--- config.mk ---
export PLATFORM = sky130hd
export DESIGN_NAME = fetch_aligner
export DESIGN_NICKNAME = d
export VERILOG_FILES = /design/src/rtl/fetch_aligner.sv
export SDC_FILE = /design/constraint.sdc
export NUM_CORES = 1
export LEC_CHECK = 0
export CORE_ASPECT_RATIO = 0.5
export CORE_MARGIN = 2
export CORE_UTILIZATION = 42
export CTS_CLUSTER_SIZE = 20
export DETAILED_ROUTE_END_ITERATION = 8
export PLACE_DENSITY = 0.72
export SLEW_MARGIN = 20
export SYNTH_ARGS = -nofsm -noshare
export SYNTH_HDL_FRONTEND = slang
export SYNTH_SLANG_ARGS = --single-unit
--- constraint.sdc ---
create_clock -name clk -period 3.05 [get_ports clk]
set_input_delay 0.305 -clock clk [delete_from_list [all_inputs] [get_ports clk]]
set_output_delay 0.305 -clock clk [all_outputs]
set_load 0.01 [all_outputs]
--- src/rtl/fetch_aligner.sv ---
// fetch_aligner: fetches 32-bit words from program memory into a small
// halfword buffer and hands complete instructions to decode.
// Optional feature macro: COMPRESSED_EN enables RV32C realignment (16-bit
// instructions, halfword-granular redirects). Without it every instruction
// is 32-bit and all addresses are word aligned.
module fetch_aligner #(
  parameter logic [31:0] BOOT_ADDR = 32'h0000_0000,
  parameter int unsigned BUF_HW    = 4
) (
  input  logic        clk,
  input  logic        reset_n,
  output logic        mem_req,
  output logic [31:0] mem_addr,
  input  logic [31:0] mem_rdata,
  input  logic        redirect_valid,
  input  logic [31:0] redirect_pc,
  output logic        instr_valid,
  input  logic        instr_ready,
  output logic [31:0] instr,
  output logic [31:0] instr_pc,
  output logic        instr_compressed
);

`ifdef COMPRESSED_EN
  localparam logic [31:0] PC_MASK = 32'hFFFF_FFFE;
`else
  localparam logic [31:0] PC_MASK = 32'hFFFF_FFFC;
`endif
  // A new word may be requested only if it is guaranteed to fit on arrival.
  localparam logic [3:0] FILL_LIMIT = 4'(BUF_HW - 2);

  function automatic logic [31:0] align_pc(input logic [31:0] addr);
    return addr & PC_MASK;
  endfunction

  typedef enum logic [1:0] {IDLE = 2'd0, RUN = 2'd1, FLUSH = 2'd2} state_t;

  state_t      state_r, state_s;
  logic [31:0] fetch_pc_r, instr_pc_r;
  logic [15:0] hw_r    [4];
  logic [15:0] hw_s    [4];
  logic [15:0] shift_s [4];
  logic [2:0]  count_r, count_s, pop_s, base_s;
  logic        inflight_r;
  logic        head_wide_s, valid_s, handshake_s, req_s;
  logic [3:0]  occupancy_s;

`ifdef COMPRESSED_EN
  assign head_wide_s = (hw_r[0][1:0] == 2'b11);
`else
  assign head_wide_s = 1'b1;
`endif

  // Head decode: instruction completeness, handshake and pop amount.
  always_comb begin
    valid_s     = head_wide_s ? (count_r >= 3'd2) : (count_r >= 3'd1);
    handshake_s = valid_s & instr_ready;
    if (handshake_s) begin
      pop_s = head_wide_s ? 3'd2 : 3'd1;
    end else begin
      pop_s = 3'd0;
    end
    occupancy_s = {1'b0, count_r} + (inflight_r ? 4'd2 : 4'd0);
  end

  // Request issue: throttled in RUN, unconditional in FLUSH to restart the new path.
  always_comb begin
    req_s = 1'b0;
    case (state_r)
      IDLE:    req_s = 1'b0;
      RUN:     req_s = (occupancy_s <= FILL_LIMIT);
      FLUSH:   req_s = 1'b1;
      default: req_s = 1'b0;
    endcase
  end

  // Next-state logic; a redirect always restarts through FLUSH.
  always_comb begin
    state_s = state_r;
    case (state_r)
      IDLE:    state_s = redirect_valid ? FLUSH : RUN;
      RUN:     state_s = redirect_valid ? FLUSH : RUN;
      FLUSH:   state_s = redirect_valid ? FLUSH : RUN;
      default: state_s = IDLE;
    endcase
  end

  // Buffer update: pop from the head, then append the arriving word behind the survivors.
  always_comb begin
    for (int i = 0; i < 4; i++) begin
      shift_s[i] = 16'h0000;
      hw_s[i]    = 16'h0000;
    end
    case (pop_s)
      3'd0: begin
        for (int i = 0; i < 4; i++) begin
          shift_s[i] = hw_r[i];
        end
      end
      3'd1: begin
        shift_s[0] = hw_r[1];
        shift_s[1] = hw_r[2];
        shift_s[2] = hw_r[3];
      end
      3'd2: begin
        shift_s[0] = hw_r[2];
        shift_s[1] = hw_r[3];
      end
      default: begin
        for (int i = 0; i < 4; i++) begin
          shift_s[i] = hw_r[i];
        end
      end
    endcase
    base_s  = count_r - pop_s;
    count_s = 3'd0;
    if (redirect_valid) begin
      count_s = 3'd0;
    end else begin
      for (int i = 0; i < 4; i++) begin
        hw_s[i] = (inflight_r && (3'(i) == base_s))         ? mem_rdata[15:0]  :
                  (inflight_r && (3'(i) == base_s + 3'd1))  ? mem_rdata[31:16] :
                  shift_s[i];
      end
      count_s = base_s + (inflight_r ? 3'd2 : 3'd0);
    end
  end

  // State, program counters, buffer and in-flight tracking registers.
  always_ff @(posedge clk or negedge reset_n) begin
    if (!reset_n) begin
      state_r    <= IDLE;
      fetch_pc_r <= align_pc(BOOT_ADDR);
      instr_pc_r <= align_pc(BOOT_ADDR);
      count_r    <= 3'd0;
      inflight_r <= 1'b0;
      for (int i = 0; i < 4; i++) begin
        hw_r[i] <= 16'h0000;
      end
    end else begin
      state_r <= state_s;
      if (redirect_valid) begin
        fetch_pc_r <= align_pc(redirect_pc);
      end else if (req_s) begin
        fetch_pc_r <= fetch_pc_r + 32'd4;
      end else begin
        fetch_pc_r <= fetch_pc_r;
      end
      if (redirect_valid) begin
        instr_pc_r <= align_pc(redirect_pc);
      end else if (handshake_s) begin
        instr_pc_r <= instr_pc_r + (head_wide_s ? 32'd4 : 32'd2);
      end else begin
        instr_pc_r <= instr_pc_r;
      end
      count_r    <= count_s;
      // A response belonging to the abandoned path must never be pushed.
      inflight_r <= req_s & ~redirect_valid;
      for (int i = 0; i < 4; i++) begin
        hw_r[i] <= hw_s[i];
      end
    end
  end

  assign mem_req          = req_s;
  assign mem_addr         = align_pc(fetch_pc_r);
  assign instr_valid      = valid_s;
  assign instr            = valid_s ? (head_wide_s ? {hw_r[1], hw_r[0]} : {16'h0000, hw_r[0]})
                                    : 32'h0000_0000;
  assign instr_pc         = instr_pc_r;
  assign instr_compressed = valid_s & ~head_wide_s;

endmodule

==> flow_metrics.tcl, run 1 <==
set metrics [dict create \
    cts_setup_buffers 0 \
    skew_ns 0.0102 \
    rows 33 \
    firstDrtPassIters 5 \
    synth_edf_count 0 \
    setup_viol 0 \
    gp_congestion 0.922 \
    synth_warnings 0 \
    die_h_um 95.5 \
    setup_tns_ns 0 \
    fillers 1408 \
    final-seq-area_um2 3230 \
    relSlewSlack 0.350 \
    pre_cts_ws_ns 0.0786 \
    fin_area_um2 9500 \
    antenna_found_initial 1 \
    path_class "flop to output pin" \
    required_ns 2.74 \
    total_leakage_power_uw 0.00385 \
    grt_pass1_wl_um 32000 \
    cts_made_buffers 17 \
    cts_sinks 129 \
    die_area_um2 17900 \
    drtIter0Drc 428 \
    clk_pin_slew_worst_paths_ns 0.06 \
    drive_gt1_frac 0.108 \
    io_pins 167 \
    numPortBuffers 159 \
    fin_crit_ns 2.87 \
    max_freq_mhz 349 \
    insertion_delay_ns 0.42 \
    grt_pass1_vias 6143 \
    drv_cap 0 \
    crit_family "buffers and inverters" \
    nets 941 \
    slew_violations 0 \
    placed_area_um2 8850 \
    cp-end-kind "output pin" \
    avgViaCountPerCell 5.60 \
    min_path_type "input port to asynchronous set/reset pin" \
    timing.final.ws_setup_ns 0.184 \
    clock_path_buffers 2 \
    r2r_setup_slack_ns 0.45 \
    pwr_density_cell_nw_per_um2 522 \
    hold_ws_ns 0.442 \
    critPathLaunchType "flop" \
    cts_root_buffer "clkbuf_16" \
    remaining_drc_errors 0 \
    status "finished, final reports clean" \
    crit_path_top_delay_cell "clkdlybuf4s50_1" \
    routed_wl_um 20000 \
    dpl.hpwl_um 13600 \
    core_um2 16400 \
    crit_buf_inv 2 \
    syn_area_per_cell_um2 9.86 \
    area_growth_pct 35.0 \
    syn-cell-area_um2 7040 \
    path_cells "ha_1 -> inv_1 -> ha_1 -> and4bb_2 -> a311oi_4 -> nor2_2 -> clkdlybuf4s50_1" \
    rsz0062_at_grt "no" \
    ys_async_sr_fraction 1.00 \
    timing.final.crit_share 0.940 \
    routedWlPerCell_um 18.2 \
    synth_cells 714 \
    vias 6181 \
    slowest_delay_ns 0.57 \
    crit_fanout 8 \
    htree_levels 4 \
    worst_pin_slew_ns 0.975 \
    synth_seq_cells 129 \
    synthFlopType "dfrtp_1" \
    cp.arrival_ns 2.56 \
    grt_usage 0.227 \
    multiInputGateArea_um2 3580 \
    antennaDiodeCount 0 \
    ys_types 54 \
    grt_overflow 0 \
    ant_nets 0 \
    design_power_total_uw 4960 \
    crit_top_cell "ha_1" \
    die_x_um 187 \
    max-vdd-ir-drop_uv 481 \
    yosysSeqAreaShare 0.459 \
    cts_tree "done" \
    start_util 0.429 \
    grt_max_degree 64 \
    hold_viol_final 0 \
]
-- cell type report --
type	instances	share of cell area
Timing Repair Buffer	175	0.182
Tap cell	227	0.0299
Clock inverter	15	0.0208
Clock buffer	17	0.0448
Sequential cell	129	0.340
Inverter	15	0.00593
Multi-Input combinational cell	525	0.376
-- flip-flops by register name, indices dropped and copies added (netlist names) --
signal / cells
instr_pc: 30
fetch_pc_r: 30
state_r: 2
hw_r: 64
inflight_r: 1
count_r: 2
-- path summary, 6_finish.rpt --
check	startpoint	to	depth (start not counted)
max	count_r[1]	mem_req	7
min in group clk	redirect_pc[4]	fetch_pc_r[4]	3
min reg2reg	hw_r[44]	hw_r[44]	1
max in group asynchronous	reset_n	instr_pc[15]	3
min	reset_n	fetch_pc_r[18]	2
max reg2reg	count_r[1]	fetch_pc_r[31]	9
-- cells in the mapped netlist (10+ instances only) --
master / number / area share
a31oi_1: 18 / 0.016
nand2b_1: 10 / 0.0089
and3_1: 15 / 0.013
a311oi_1: 17 / 0.021
a221o_1: 16 / 0.023
a22o_1: 32 / 0.040
a21boi_0: 17 / 0.018
nand3_1: 14 / 0.010
xor2_1: 27 / 0.034
nand4_1: 18 / 0.016
nand2_1: 86 / 0.046
nor4_1: 12 / 0.011
ha_1: 10 / 0.018
and2_1: 19 / 0.017
a21oi_1: 10 / 0.0071
nor2_1: 49 / 0.026
inv_1: 15 / 0.0080
nor3_1: 15 / 0.011
clkbuf_1: 37 / 0.020
dfrtp_1: 129 / 0.46
nor2b_1: 34 / 0.030
xnor2_1: 27 / 0.034
mux2_2: 27 / 0.043
-- layer usage --
| layer | GRT usage | vias up | share of wire | wire length [um] |
|---|---|---|---|---|
| li1 | - | 2836 | - | - |
| met1 | 0.300 | 3057 | 0.44 | 8770 |
| met2 | 0.382 | 258 | 0.48 | 9530 |
| met3 | 0.0512 | 28 | 0.073 | 1460 |
| met4 | 0.0595 | 2 | 0.013 | 269 |
| met5 | 0 | - | 0.00065 | 13 |
-- what timing repair did --
action | 4_1_cts | 5_1_grt
setup endpoints to repair | 0 | 1
hold endpoints to repair | 44 | 0
resized for setup | 0 | 2
hold buffers | 1 | 0
-- where the power goes --
| part | total [uW] | switching (uW) | internal [uW] |
|---|---|---|---|
| sequential | 1970 | 137 | 1830 |
| clock | 2190 | 870 | 1320 |
| combinational | 806 | 388 | 418 |
-- kinds of logic (layout without fill, tap and decap cells) --
kind of cell | Yosys count | in the layout | synth area share
buffers and inverters | 65 | 222 | 0.0400
xor gates and xnor gates | 54 | 54 | 0.0672
adders and majority gates | 10 | 10 | 0.0178
other | 1 | 6 | 0.000533
DFF | 129 | 129 | 0.459
AOI/OAI and AO/OA | 127 | 127 | 0.145
and+or+nand+nor | 296 | 296 | 0.220
muxes | 32 | 32 | 0.0503
-- cells in the final DEF, fill, tap and decap left out, types with 6 or more instances in the layout --
master	n
ha_1	10
nor4_1	12
and3_1	15
mux2_2	27
clkbuf_16	17
and4_1	6
nand3_1	14
conb_1	6
nor2_1	46
nand4_1	18
and2_1	19
a221o_1	16
clkdlybuf4s50_1	157
dfrtp_1	128
xor2_1	27
a21oi_1	10
a22o_1	32
nor2b_1	34
a31oi_1	18
a21boi_0	17
a311oi_1	17
xnor2_1	27
nor3_1	15
buf_4	14
nand2b_1	10
nand2_1	86
inv_1	14
-- through the flow --
| stage | utilization | std cells |
|---|---|---|
| after floorplan | - | 719 |
| after detailed placement | 0.540 | 1070 |
| after CTS | 0.579 | 1103 |
| final | 0.580 | 1103 |
| after global routing | 0.580 | 1103 |
| after global placement | 0.540 | 1070 |
No activity file was read; power rests on OpenSTA's default activity.
==> inputs of run 2 (changes only) <==
--- a/config.mk
+++ b/config.mk
@@ -8,6 +8,7 @@
 export CORE_ASPECT_RATIO = 0.5
 export CORE_MARGIN = 2
 export CORE_UTILIZATION = 42
+export CTS_BUF_LIST = sky130_fd_sc_hd__clkbuf_8 sky130_fd_sc_hd__clkbuf_16
 export CTS_CLUSTER_SIZE = 20
 export DETAILED_ROUTE_END_ITERATION = 8
 export PLACE_DENSITY = 0.72
==> results of run 2 <==
No change in the layout: final DEF, timing and power equal those of run 1.
